<file path="config.mk">
export PLATFORM = sky130hd
export DESIGN_NAME = oam_dma_arbiter_flat
export DESIGN_NICKNAME = d
export VERILOG_FILES = /design/src/rtl/oam_dma_arbiter_pkg.sv /design/src/rtl/oam_dma_arbiter_if.sv /design/src/rtl/oam_dma_arbiter.sv /design/src/flat_wrapper.sv
export SDC_FILE = /design/constraint.sdc
export NUM_CORES = 1
export LEC_CHECK = 0
export CORE_MARGIN = 4
export CORE_UTILIZATION = 38
export CTS_CLUSTER_SIZE = 8
export DETAILED_ROUTE_END_ITERATION = 12
export PLACE_DENSITY = 0.88
export SYNTH_ARGS = -nofsm -noshare
export SYNTH_HDL_FRONTEND = slang
export SYNTH_SLANG_ARGS = --single-unit
</file>
<file path="constraint.sdc">
create_clock -name clk -period 4.5 [get_ports clk]
set_input_delay 0.9 -clock clk [delete_from_list [all_inputs] [get_ports clk]]
set_output_delay 0.9 -clock clk [all_outputs]
set_load 0.005 [all_outputs]
</file>
<file path="src/rtl/oam_dma_arbiter_pkg.sv">
// Shared CPU-side types: DMA sequencing state, CPU access routing and the
// OAM DMA register constants.
package oam_dma_arbiter_pkg;

    typedef enum logic [1:0] {
        DMA_IDLE     = 2'd0,
        DMA_STARTING = 2'd1,
        DMA_ACTIVE   = 2'd2
    } dma_state_t;

    typedef enum logic [2:0] {
        ROUTE_NONE    = 3'd0,
        ROUTE_DMA_REG = 3'd1,
        ROUTE_IO      = 3'd2,
        ROUTE_BUS     = 3'd3,
        ROUTE_BLOCKED = 3'd4
    } cpu_route_t;

    localparam logic [15:0] DMA_REG_ADDR   = 16'hFF46;
    localparam int          DMA_LENGTH     = 160;
    localparam logic [7:0]  DMA_LAST_INDEX = 8'(DMA_LENGTH - 1);
    localparam logic [7:0]  HIGH_PAGE      = 8'hFF;
    localparam logic [7:0]  OPEN_BUS       = 8'hFF;
    localparam logic [7:0]  SRC_RESET      = 8'hFF;

    // Source pages E0..FF mirror down onto C0..DF (echo RAM).
    function automatic logic [7:0] dma_src_page(input logic [7:0] src);
        return (src >= 8'hE0) ? (src - 8'h20) : src;
    endfunction

endpackage

</file>
<file path="src/rtl/oam_dma_arbiter_if.sv">
// CPU, external bus, high-page I/O and OAM write signals of the arbiter.
// slave: arbiter side; master: the surrounding system (CPU, memories, I/O).
interface oam_dma_arbiter_if;

    logic        cpu_mem_enable;
    logic        cpu_mem_write;
    logic [15:0] cpu_addr;
    logic [7:0]  cpu_data_out;
    logic [7:0]  cpu_data_in;

    logic        bus_enable;
    logic        bus_write;
    logic [15:0] bus_addr;
    logic [7:0]  bus_data_out;
    logic [7:0]  bus_data_in;

    logic        io_enable;
    logic        io_write;
    logic [7:0]  io_addr;
    logic [7:0]  io_data_out;
    logic [7:0]  io_data_in;

    logic        oam_write;
    logic [7:0]  oam_addr;
    logic [7:0]  oam_data;

    modport slave (
        input  cpu_mem_enable, cpu_mem_write, cpu_addr, cpu_data_out,
        output cpu_data_in,
        output bus_enable, bus_write, bus_addr, bus_data_out,
        input  bus_data_in,
        output io_enable, io_write, io_addr, io_data_out,
        input  io_data_in,
        output oam_write, oam_addr, oam_data
    );

    modport master (
        output cpu_mem_enable, cpu_mem_write, cpu_addr, cpu_data_out,
        input  cpu_data_in,
        input  bus_enable, bus_write, bus_addr, bus_data_out,
        output bus_data_in,
        input  io_enable, io_write, io_addr, io_data_out,
        output io_data_in,
        input  oam_write, oam_addr, oam_data
    );

endinterface

</file>
<file path="src/rtl/oam_dma_arbiter.sv">
// OAM DMA engine and CPU/DMA bus arbiter.
//
//   state        | meaning
//   -------------+-----------------------------------------------------------
//   DMA_IDLE     | no transfer; CPU owns the external bus
//   DMA_STARTING | one M-cycle of setup after a FF46 write; CPU still owns bus
//   DMA_ACTIVE   | byte k copied from {src_page,k} to OAM[k]; CPU below FF00
//                | is blocked
//
// State, byte counter and source register only advance on M-cycle ends
// (clk edges with t_cycle==3). A FF46 write in any state restarts the
// sequence from DMA_STARTING.
module oam_dma_arbiter
    import oam_dma_arbiter_pkg::*;
(
    input  logic              clk,
    input  logic              reset_n,
    input  logic [1:0]        t_cycle,
    output logic              dma_active,
    oam_dma_arbiter_if.slave  mem
);

    dma_state_t state;
    dma_state_t state_nxt;
    logic [7:0] count;
    logic [7:0] count_nxt;
    logic [7:0] src;
    logic [7:0] src_nxt;
    logic       m_end;
    logic       dma_trigger;
    cpu_route_t route;

    assign m_end       = (t_cycle == 2'd3);
    assign dma_trigger = m_end & mem.cpu_mem_enable & mem.cpu_mem_write &
                         (mem.cpu_addr == DMA_REG_ADDR);

    // State, counter and source register; reset aborts any transfer.
    always_ff @(posedge clk or negedge reset_n) begin
        if (!reset_n) begin
            state <= DMA_IDLE;
            count <= 8'h00;
            src   <= SRC_RESET;
        end else begin
            state <= state_nxt;
            count <= count_nxt;
            src   <= src_nxt;
        end
    end

    // Next state: a trigger always wins and restarts the transfer.
    always_comb begin
        state_nxt = state;
        count_nxt = count;
        src_nxt   = src;
        if (dma_trigger) begin
            state_nxt = DMA_STARTING;
            count_nxt = 8'h00;
            src_nxt   = mem.cpu_data_out;
        end else if (m_end) begin
            case (state)
                DMA_IDLE: begin
                    state_nxt = DMA_IDLE;
                end
                DMA_STARTING: begin
                    state_nxt = DMA_ACTIVE;
                    count_nxt = 8'h00;
                end
                DMA_ACTIVE: begin
                    if (count == DMA_LAST_INDEX) begin
                        state_nxt = DMA_IDLE;
                        count_nxt = 8'h00;
                    end else begin
                        count_nxt = count + 8'd1;
                    end
                end
                default: begin
                    state_nxt = DMA_IDLE;
                    count_nxt = 8'h00;
                end
            endcase
        end
    end

    // Outputs: DMA bus ownership first, then CPU routing on top of it.
    always_comb begin
        route            = ROUTE_NONE;
        dma_active       = (state != DMA_IDLE);
        mem.bus_enable   = 1'b0;
        mem.bus_write    = 1'b0;
        mem.bus_addr     = 16'h0000;
        mem.bus_data_out = 8'h00;
        mem.io_enable    = 1'b0;
        mem.io_write     = 1'b0;
        mem.io_addr      = 8'h00;
        mem.io_data_out  = 8'h00;
        mem.oam_write    = 1'b0;
        mem.oam_addr     = 8'h00;
        mem.oam_data     = 8'h00;
        mem.cpu_data_in  = mem.bus_data_in;

        if (mem.cpu_mem_enable) begin
            if (mem.cpu_addr == DMA_REG_ADDR) begin
                route = ROUTE_DMA_REG;
            end else if (mem.cpu_addr[15:8] == HIGH_PAGE) begin
                route = ROUTE_IO;
            end else if (state == DMA_ACTIVE) begin
                route = ROUTE_BLOCKED;
            end else begin
                route = ROUTE_BUS;
            end
        end

        if (state == DMA_ACTIVE) begin
            mem.bus_enable = 1'b1;
            mem.bus_addr   = {dma_src_page(src), count};
            if (m_end) begin
                mem.oam_write = 1'b1;
                mem.oam_addr  = count;
                mem.oam_data  = mem.bus_data_in;
            end
        end

        case (route)
            ROUTE_DMA_REG: begin
                mem.cpu_data_in = src;
            end
            ROUTE_IO: begin
                mem.io_enable   = 1'b1;
                mem.io_write    = mem.cpu_mem_write;
                mem.io_addr     = mem.cpu_addr[7:0];
                mem.io_data_out = mem.cpu_mem_write ? mem.cpu_data_out : 8'h00;
                mem.cpu_data_in = mem.io_data_in;
            end
            ROUTE_BUS: begin
                mem.bus_enable   = 1'b1;
                mem.bus_write    = mem.cpu_mem_write;
                mem.bus_addr     = mem.cpu_addr;
                mem.bus_data_out = mem.cpu_mem_write ? mem.cpu_data_out : 8'h00;
                mem.cpu_data_in  = mem.bus_data_in;
            end
            ROUTE_BLOCKED: begin
                mem.cpu_data_in = OPEN_BUS;
            end
            default: begin
                mem.cpu_data_in = mem.bus_data_in;
            end
        endcase
    end

endmodule
</file>
<file path="src/flat_wrapper.sv">
// flat-port wrapper written by rule: the top's interface ports become plain ports
module oam_dma_arbiter_flat import oam_dma_arbiter_pkg::*;
  (clk, reset_n, t_cycle, dma_active, mem_cpu_mem_enable, mem_cpu_mem_write, mem_cpu_addr, mem_cpu_data_out, mem_cpu_data_in, mem_bus_enable, mem_bus_write, mem_bus_addr, mem_bus_data_out, mem_bus_data_in, mem_io_enable, mem_io_write, mem_io_addr, mem_io_data_out, mem_io_data_in, mem_oam_write, mem_oam_addr, mem_oam_data);
  oam_dma_arbiter_if mem_i ();
  input  logic clk;
  input  logic reset_n;
  input  logic [1:0] t_cycle;
  output logic dma_active;
  input wire logic [$bits(mem_i.cpu_mem_enable)-1:0] mem_cpu_mem_enable;
  input wire logic [$bits(mem_i.cpu_mem_write)-1:0] mem_cpu_mem_write;
  input wire logic [$bits(mem_i.cpu_addr)-1:0] mem_cpu_addr;
  input wire logic [$bits(mem_i.cpu_data_out)-1:0] mem_cpu_data_out;
  output wire logic [$bits(mem_i.cpu_data_in)-1:0] mem_cpu_data_in;
  output wire logic [$bits(mem_i.bus_enable)-1:0] mem_bus_enable;
  output wire logic [$bits(mem_i.bus_write)-1:0] mem_bus_write;
  output wire logic [$bits(mem_i.bus_addr)-1:0] mem_bus_addr;
  output wire logic [$bits(mem_i.bus_data_out)-1:0] mem_bus_data_out;
  input wire logic [$bits(mem_i.bus_data_in)-1:0] mem_bus_data_in;
  output wire logic [$bits(mem_i.io_enable)-1:0] mem_io_enable;
  output wire logic [$bits(mem_i.io_write)-1:0] mem_io_write;
  output wire logic [$bits(mem_i.io_addr)-1:0] mem_io_addr;
  output wire logic [$bits(mem_i.io_data_out)-1:0] mem_io_data_out;
  input wire logic [$bits(mem_i.io_data_in)-1:0] mem_io_data_in;
  output wire logic [$bits(mem_i.oam_write)-1:0] mem_oam_write;
  output wire logic [$bits(mem_i.oam_addr)-1:0] mem_oam_addr;
  output wire logic [$bits(mem_i.oam_data)-1:0] mem_oam_data;
  assign mem_i.cpu_mem_enable = mem_cpu_mem_enable;
  assign mem_i.cpu_mem_write = mem_cpu_mem_write;
  assign mem_i.cpu_addr = mem_cpu_addr;
  assign mem_i.cpu_data_out = mem_cpu_data_out;
  assign mem_cpu_data_in = mem_i.cpu_data_in;
  assign mem_bus_enable = mem_i.bus_enable;
  assign mem_bus_write = mem_i.bus_write;
  assign mem_bus_addr = mem_i.bus_addr;
  assign mem_bus_data_out = mem_i.bus_data_out;
  assign mem_i.bus_data_in = mem_bus_data_in;
  assign mem_io_enable = mem_i.io_enable;
  assign mem_io_write = mem_i.io_write;
  assign mem_io_addr = mem_i.io_addr;
  assign mem_io_data_out = mem_i.io_data_out;
  assign mem_i.io_data_in = mem_io_data_in;
  assign mem_oam_write = mem_i.oam_write;
  assign mem_oam_addr = mem_i.oam_addr;
  assign mem_oam_data = mem_i.oam_data;
  oam_dma_arbiter u_core (.clk(clk), .reset_n(reset_n), .t_cycle(t_cycle), .dma_active(dma_active), .mem(mem_i));
endmodule
</file>
==> results.py, run 1 <==
metrics = {
    "clock_tree": {
        "cts_tree": "yes",
        "clock_path_buffers": 2,
        "ctsHoldBuffers": 0,
        "clockRootBuffer": "clkbuf_8",
        "postCtsSetupBuffers": 0,
        "cts_resized": 0,
        "clkSlewWorstSetupHoldPaths_ns": 0.07,
        "clkLatencyLatePin_ns": 0.26,
        "numCtsBuffers": 3,
        "htreeDepth": 1,
        "clock-sinks": 18,
    },
    "setup_path": {
        "critical_path_class": "input pin to output port",
        "startpoint_type": "input pin",
        "required_ns": 3.60,
        "critPathSlowestCell": "clkdlybuf4s50_1",
        "worstSetupEndpointType": "output port",
        "cp_max_fo": 10,
        "cpLargestDelayFamily": "buffers and inverters",
        "cpPeakStageDelay_ns": 0.53,
        "path_cells": "clkdlybuf4s50_1 -> nand4_1 -> nor2_1 -> o21a_1 -> a2bb2oi_1 -> clkdlybuf4s50_1",
        "critPathBufInv": 2,
        "cp_common_cell": "clkdlybuf4s50_1",
        "critPathArrivalTime_ns": 3.08,
    },
    "die": {
        "initial_core_util_pct": 39.7,
        "fp.dieH_um": 72.8,
        "rows": 23,
        "die-area_um2": 5310,
        "die_w_um": 72.8,
        "io_pins": 116,
        "coreArea_um2": 4030,
    },
    "cells_and_area": {
        "seq_area_um2": 460,
        "post_route_cells_drive_above_1_share_pct": 10.3,
        "area_growth_syn_to_layout_pct": 78.7,
        "n_fill_cell": 346,
        "fin_area_um2": 2860,
        "layout.nets": 340,
        "multi_input_area_um2": 1090,
        "post-route-util_pct": 70.9,
        "stdcell_count": 341,
        "diodes": 0,
    },
    "global_route": {
        "grtUsageMet3_pct": 4.96,
        "grt_use_met2_pct": 36.7,
        "antenna_found_initial": 0,
        "grt_max_degree": 21,
        "first_global_vias": 1823,
        "grt.met1_usage_pct": 29.4,
        "grt_overflow": 0,
        "grt_usage_pct": 22.3,
        "busiest_layer": "met2",
        "grt_pass1_wl_mm": 9.37,
    },
    "routing": {
        "postRouteAntennaNets": 0,
        "via_per_inst": 5.58,
        "drt-pass1-iter-count": 4,
        "route.detailed.drc": 0,
        "drtIter0Drc": 80,
        "vias": 1903,
        "avgRoutedWirePerCell_um": 17.9,
        "finalWirelength_mm": 6.11,
    },
    "placement": {
        "place_inst": 337,
        "globalplace.congestion": 0.847,
        "place_ws_ns": 0.559,
        "placed_area_um2": 2810,
        "portBuffers": 115,
        "hpwl_mm": 4.86,
    },
    "timing": {
        "tightest_slew_ns": 0.803,
        "timing.final.crit_share_pct": 88.4,
        "setup_viol": 0,
        "relSlewSlack_pct": 46.3,
        "hold_viol": 0,
        "period_minus_slack_ns": 3.98,
        "fin_hold_ws_ns": 0.562,
        "rsz0062_at_grt": "false",
        "max_freq_mhz": 251,
        "slew_viol_final": 0,
        "clock_skew_ns": 0.00637,
        "layout_setup_ws_ns": 0.522,
        "finalSetupTns_ns": 0,
    },
    "yosys": {
        "seq_area_frac_synth_pct": 28.8,
        "synth_fp_nets": 224,
        "synth_cell_types": 42,
        "synth_area_per_cell_um2": 9.08,
        "ys_ff_latch": 18,
        "ys.warnings.count": 0,
        "netlist_instances": 176,
        "syn_area_um2": 1600,
    },
    "power_and_ir_drop": {
        "ir_drop_v": 0.000132,
        "p_per_area_nw_per_um2": 137,
        "leakagePower_nw": 1.21,
        "total_power_uw": 391,
    },
    "job": {
        "drv_cap": 0,
    },
    "status": {
        "status": "completed",
    },
    "min_path": {
        "hold_class": "flop to flop",
    },
}
## kinds of logic after synthesis
| family | share of synthesized area [%] |
|---|---|
| AND/OR/NAND/NOR | 32.7 |
| AO/OA/AOI/OAI | 22.8 |
| flip-flops | 28.8 |
| multiplexers | 11.3 |
| buffers and inverters | 2.90 |
| adder cells (fa/ha/maj) | 1.57 |
## power breakdown
group          leakage (nW)  internal (mW)  switching (mW)
sequential            0.222          0.162      0.00000738
combinational         0.963         0.0738          0.0368
clock                0.0228         0.0629          0.0557
## final cells by class
| cell class | instances | area share, % |
|---|---|---|
| timing repair buffer | 120 | 41.6 |
| multi-input combinational | 147 | 38.2 |
| sequential | 18 | 16.1 |
| tap | 50 | 2.19 |
| clock buffer | 4 | 1.58 |
| inverter | 2 | 0.263 |
## per-layer routing
layer | share of wire [%] | wire (um)
met4 | 1.4 | 87
met1 | 42 | 2580
met2 | 48 | 2950
met5 | 0 | 0
met3 | 8.0 | 490
## cell usage in the layout, fill, tap and decap left out, drive strengths merged, types with 5 or more instances in the layout
cell	Yosys	routed
nor2	6	6
nand2	8	8
a21oi	8	8
and3	6	6
mux2i	9	9
dfstp	8	8
a22o	14	14
clkdlybuf4s50	0	115
dfrtp	10	10
buf	2	5
and2	36	36
mux2	8	8
a2bb2oi	8	8
a311oi	5	5
nand3	6	6
## final timing paths
kind                                              from                           to  slack (ns)  cells past startpoint
min                        u_core.state[0]$_DFFE_PN0P_  u_core.state[0]$_DFFE_PN0P_        0.56                      1
max                                   mem_cpu_addr[10]           mem_cpu_data_in[4]        0.52                      6
min reg2reg                u_core.state[0]$_DFFE_PN0P_  u_core.state[0]$_DFFE_PN0P_        0.56                      1
min in group asynchronous                      reset_n  u_core.count[0]$_DFFE_PN0P_        1.10                      1
max reg2reg                u_core.state[0]$_DFFE_PN0P_  u_core.count[3]$_DFFE_PN0P_        2.22                      4
max in group asynchronous                      reset_n  u_core.state[0]$_DFFE_PN0P_        2.89                      1
## synthesized netlist by cell type (all sizes together)
cell | number | area, um^2
mux2i | 9 | 90.1
and2 | 36 | 225
a2bb2oi | 8 | 70.1
nor3 | 2 | 21.3
mux2 | 8 | 90.1
a21boi | 1 | 7.51
buf | 2 | 12.5
a41oi | 2 | 17.5
nor2b | 2 | 12.5
o21a | 1 | 7.51
a21o | 1 | 7.51
nand4 | 3 | 18.8
nand2 | 8 | 37.5
nand2b | 1 | 6.26
nor2 | 6 | 22.5
dfstp | 8 | 210
nor3b | 2 | 20.0
nor4b | 1 | 23.8
a22o | 14 | 123
or2 | 2 | 12.5
ha | 2 | 25.0
o21ai | 4 | 20.0
and3 | 6 | 37.5
a32o | 2 | 20.0
dfrtp | 10 | 250
or3 | 1 | 6.26
a311oi | 5 | 43.8
a22oi | 1 | 7.51
nand3 | 6 | 30.0
nand4b | 1 | 8.76
clkbuf | 7 | 26.3
and4 | 1 | 8.76
and4b | 1 | 10.0
and4bb | 1 | 12.5
a21oi | 8 | 40.0
inv | 2 | 7.51
nand3b | 1 | 7.51
## registers in the layout, indices dropped and copies added, names as in the netlist
signal,flops
u_core.count,8
u_core.src,8
u_core.state,2
(Power assumes the default switching activity.)
==> run 2: changes to the inputs <==
--- a/config.mk
+++ b/config.mk
@@ -10,6 +10,7 @@
 export CTS_CLUSTER_SIZE = 8
 export DETAILED_ROUTE_END_ITERATION = 12
 export PLACE_DENSITY = 0.88
+export REMOVE_ABC_BUFFERS = 1
 export SYNTH_ARGS = -nofsm -noshare
 export SYNTH_HDL_FRONTEND = slang
 export SYNTH_SLANG_ARGS = --single-unit
==> results.py, run 2 (synthesis results as in run 1) <==
metrics = {
    "status": {
        "status": "completed",
    },
    "cells_and_area": {
        "final_common_cell": "clkdlybuf4s50_1",
        "diodes": 0,
        "final_cell_mix": "clkdlybuf4s50_1 (115), and2_1 (36), a22o_1 (14)",
        "post-route-util_pct": 71.1,
        "post_route_cells_drive_above_1_share_pct": 10.7,
        "area_growth_syn_to_layout_pct": 79.3,
        "stdcell_count": 341,
        "reg_top3": "u_core.count x8, u_core.src x8, u_core.state x2",
        "layout.nets": 340,
    },
    "clock_tree": {
        "clockRootBuffer": "clkbuf_8",
        "cts_tree": "yes",
        "htreeDepth": 1,
        "clock-sinks": 18,
        "clkLatencyLatePin_ns": 0.26,
        "clock_path_buffers": 2,
        "clkSlewWorstSetupHoldPaths_ns": 0.07,
        "postCtsSetupBuffers": 0,
        "ctsHoldBuffers": 0,
        "numCtsBuffers": 3,
        "cts_resized": 0,
    },
    "placement": {
        "portBuffers": 115,
        "hpwl_mm": 4.63,
        "globalplace.congestion": 0.804,
        "place_inst": 337,
        "place_ws_ns": 0.510,
    },
    "routing": {
        "drt-pass1-iter-count": 4,
        "via_per_inst": 5.44,
        "drtIter0Drc": 58,
        "avgRoutedWirePerCell_um": 17.4,
        "route.detailed.drc": 0,
        "finalWirelength_mm": 5.94,
        "vias": 1856,
        "postRouteAntennaNets": 0,
    },
    "timing": {
        "slew_viol_final": 0,
        "max_freq_mhz": 248,
        "tightest_slew_ns": 0.826,
        "finalSetupTns_ns": 0,
        "period_minus_slack_ns": 4.04,
        "clock_skew_ns": 0.00393,
        "timing.final.crit_share_pct": 89.8,
        "layout_setup_ws_ns": 0.460,
        "relSlewSlack_pct": 44.8,
        "setup_viol": 0,
        "rsz0062_at_grt": "false",
        "hold_viol": 0,
    },
    "die": {
        "fp.dieH_um": 72.8,
        "rows": 23,
        "die-area_um2": 5310,
        "initial_core_util_pct": 39.7,
        "coreArea_um2": 4030,
        "die_w_um": 72.8,
        "io_pins": 116,
    },
    "setup_path": {
        "reg2reg_from": "u_core.state[0]$_DFFE_PN0P_",
        "r2r_cells": 4,
        "r2r-end": "u_core.count[7]$_DFFE_PN0P_",
        "critPathArrivalTime_ns": 3.14,
        "required_ns": 3.60,
        "critical_path_class": "input pin to output port",
        "r2r_setup_slack_ns": 2.16,
        "cp_max_fo": 10,
        "startpoint_type": "input pin",
        "worstSetupEndpointType": "output port",
    },
    "global_route": {
        "grt_pass1_wl_mm": 9.18,
        "grt_usage_pct": 22.2,
        "grt_overflow": 0,
        "antenna_found_initial": 0,
        "first_global_vias": 1708,
        "grt_max_degree": 21,
    },
    "job": {
        "drv_cap": 0,
    },
    "min_path": {
        "hold_class": "flop to flop",
        "hold_end": "u_core.count[7]$_DFFE_PN0P_",
        "hold_depth": 1,
        "hold_start": "u_core.count[7]$_DFFE_PN0P_",
    },
    "power_and_ir_drop": {
        "p_per_area_nw_per_um2": 142,
        "ir_drop_v": 0.000121,
        "leakagePower_nw": 1.21,
    },
}
==> run 2: changes by cell type in the layout (fill, tap and decap cells not counted) <==
cell	before	now
clkbuf_1	1	0
clkbuf_8	3	4
==> run 2: how the worst max path moves through the flow <==
stage | depth (start not counted) | start | slack (ns) | to
6_report | 6 | mem_cpu_addr[8] | 0.46 | mem_cpu_data_in[3]
5_1_grt | 6 | mem_cpu_addr[8] | 0.31 | mem_cpu_data_in[3]
4_1_cts | 6 | mem_cpu_addr[8] | 0.50 | mem_cpu_data_in[3]
3_5_place_dp | 6 | mem_cpu_addr[8] | 0.51 | mem_cpu_data_in[3]
3_3_place_gp | 6 | mem_cpu_addr[9] | 0.60 | mem_cpu_data_in[1]
2_1_floorplan | 4 | mem_cpu_addr[8] | 1.65 | mem_io_data_out[0]
==> run 2: routing by layer <==
metal | up-vias | share of wire (%) | GRT usage, % | wire length [um]
met2 | 86 | 48 | 34.7 | 2860
met3 | 7 | 8.1 | 4.27 | 483
li1 | 900 | - | - | -
met4 | 0 | 1.1 | 5.33 | 67
met5 | - | 0 | 0 | 0
met1 | 863 | 43 | 31.4 | 2520
==> run 2: worst max-delay path: stages <==
cell and delay [ns]:
clkdlybuf4s50_1 0.49, nand4_1 0.16, nor2_1 0.45, o21a_1 0.37, a2bb2oi_1 0.24, clkdlybuf4s50_1 0.53
==> run 2: through the flow <==
stage          instance area [um^2]  hold WS (ns)  power, mW
2_1_floorplan                  1560         0.488      0.189
3_3_place_gp                   2810         0.517      0.272
3_5_place_dp                   2810         0.533      0.274
4_1_cts                        2870         0.543      0.410
5_1_grt                        2870         0.594      0.423
6_report                       2870         0.549      0.408
==> run 2: area by class of cell <==
| class | instances | area [um^2] |
|---|---|---|
| clock buffers | 4 | 55.1 |
| fillers | 334 | 1160 |
| inverters | 2 | 7.51 |
| multi-input cells | 147 | 1090 |
| flip-flops and latches | 18 | 460 |
| well taps | 50 | 62.6 |
| repair buffers | 120 | 1190 |
==> run 2: power by group <==
| part | internal, mW | switching (mW) | leakage, nW | total (mW) |
|---|---|---|---|---|
| combinational | 0.0737 | 0.0348 | 0.963 | 0.109 |
| clock | 0.0779 | 0.0591 | 0.0288 | 0.137 |
| sequential | 0.162 | 0.00000790 | 0.222 | 0.162 |
| total | 0.314 | 0.0939 | 1.21 | 0.408 |
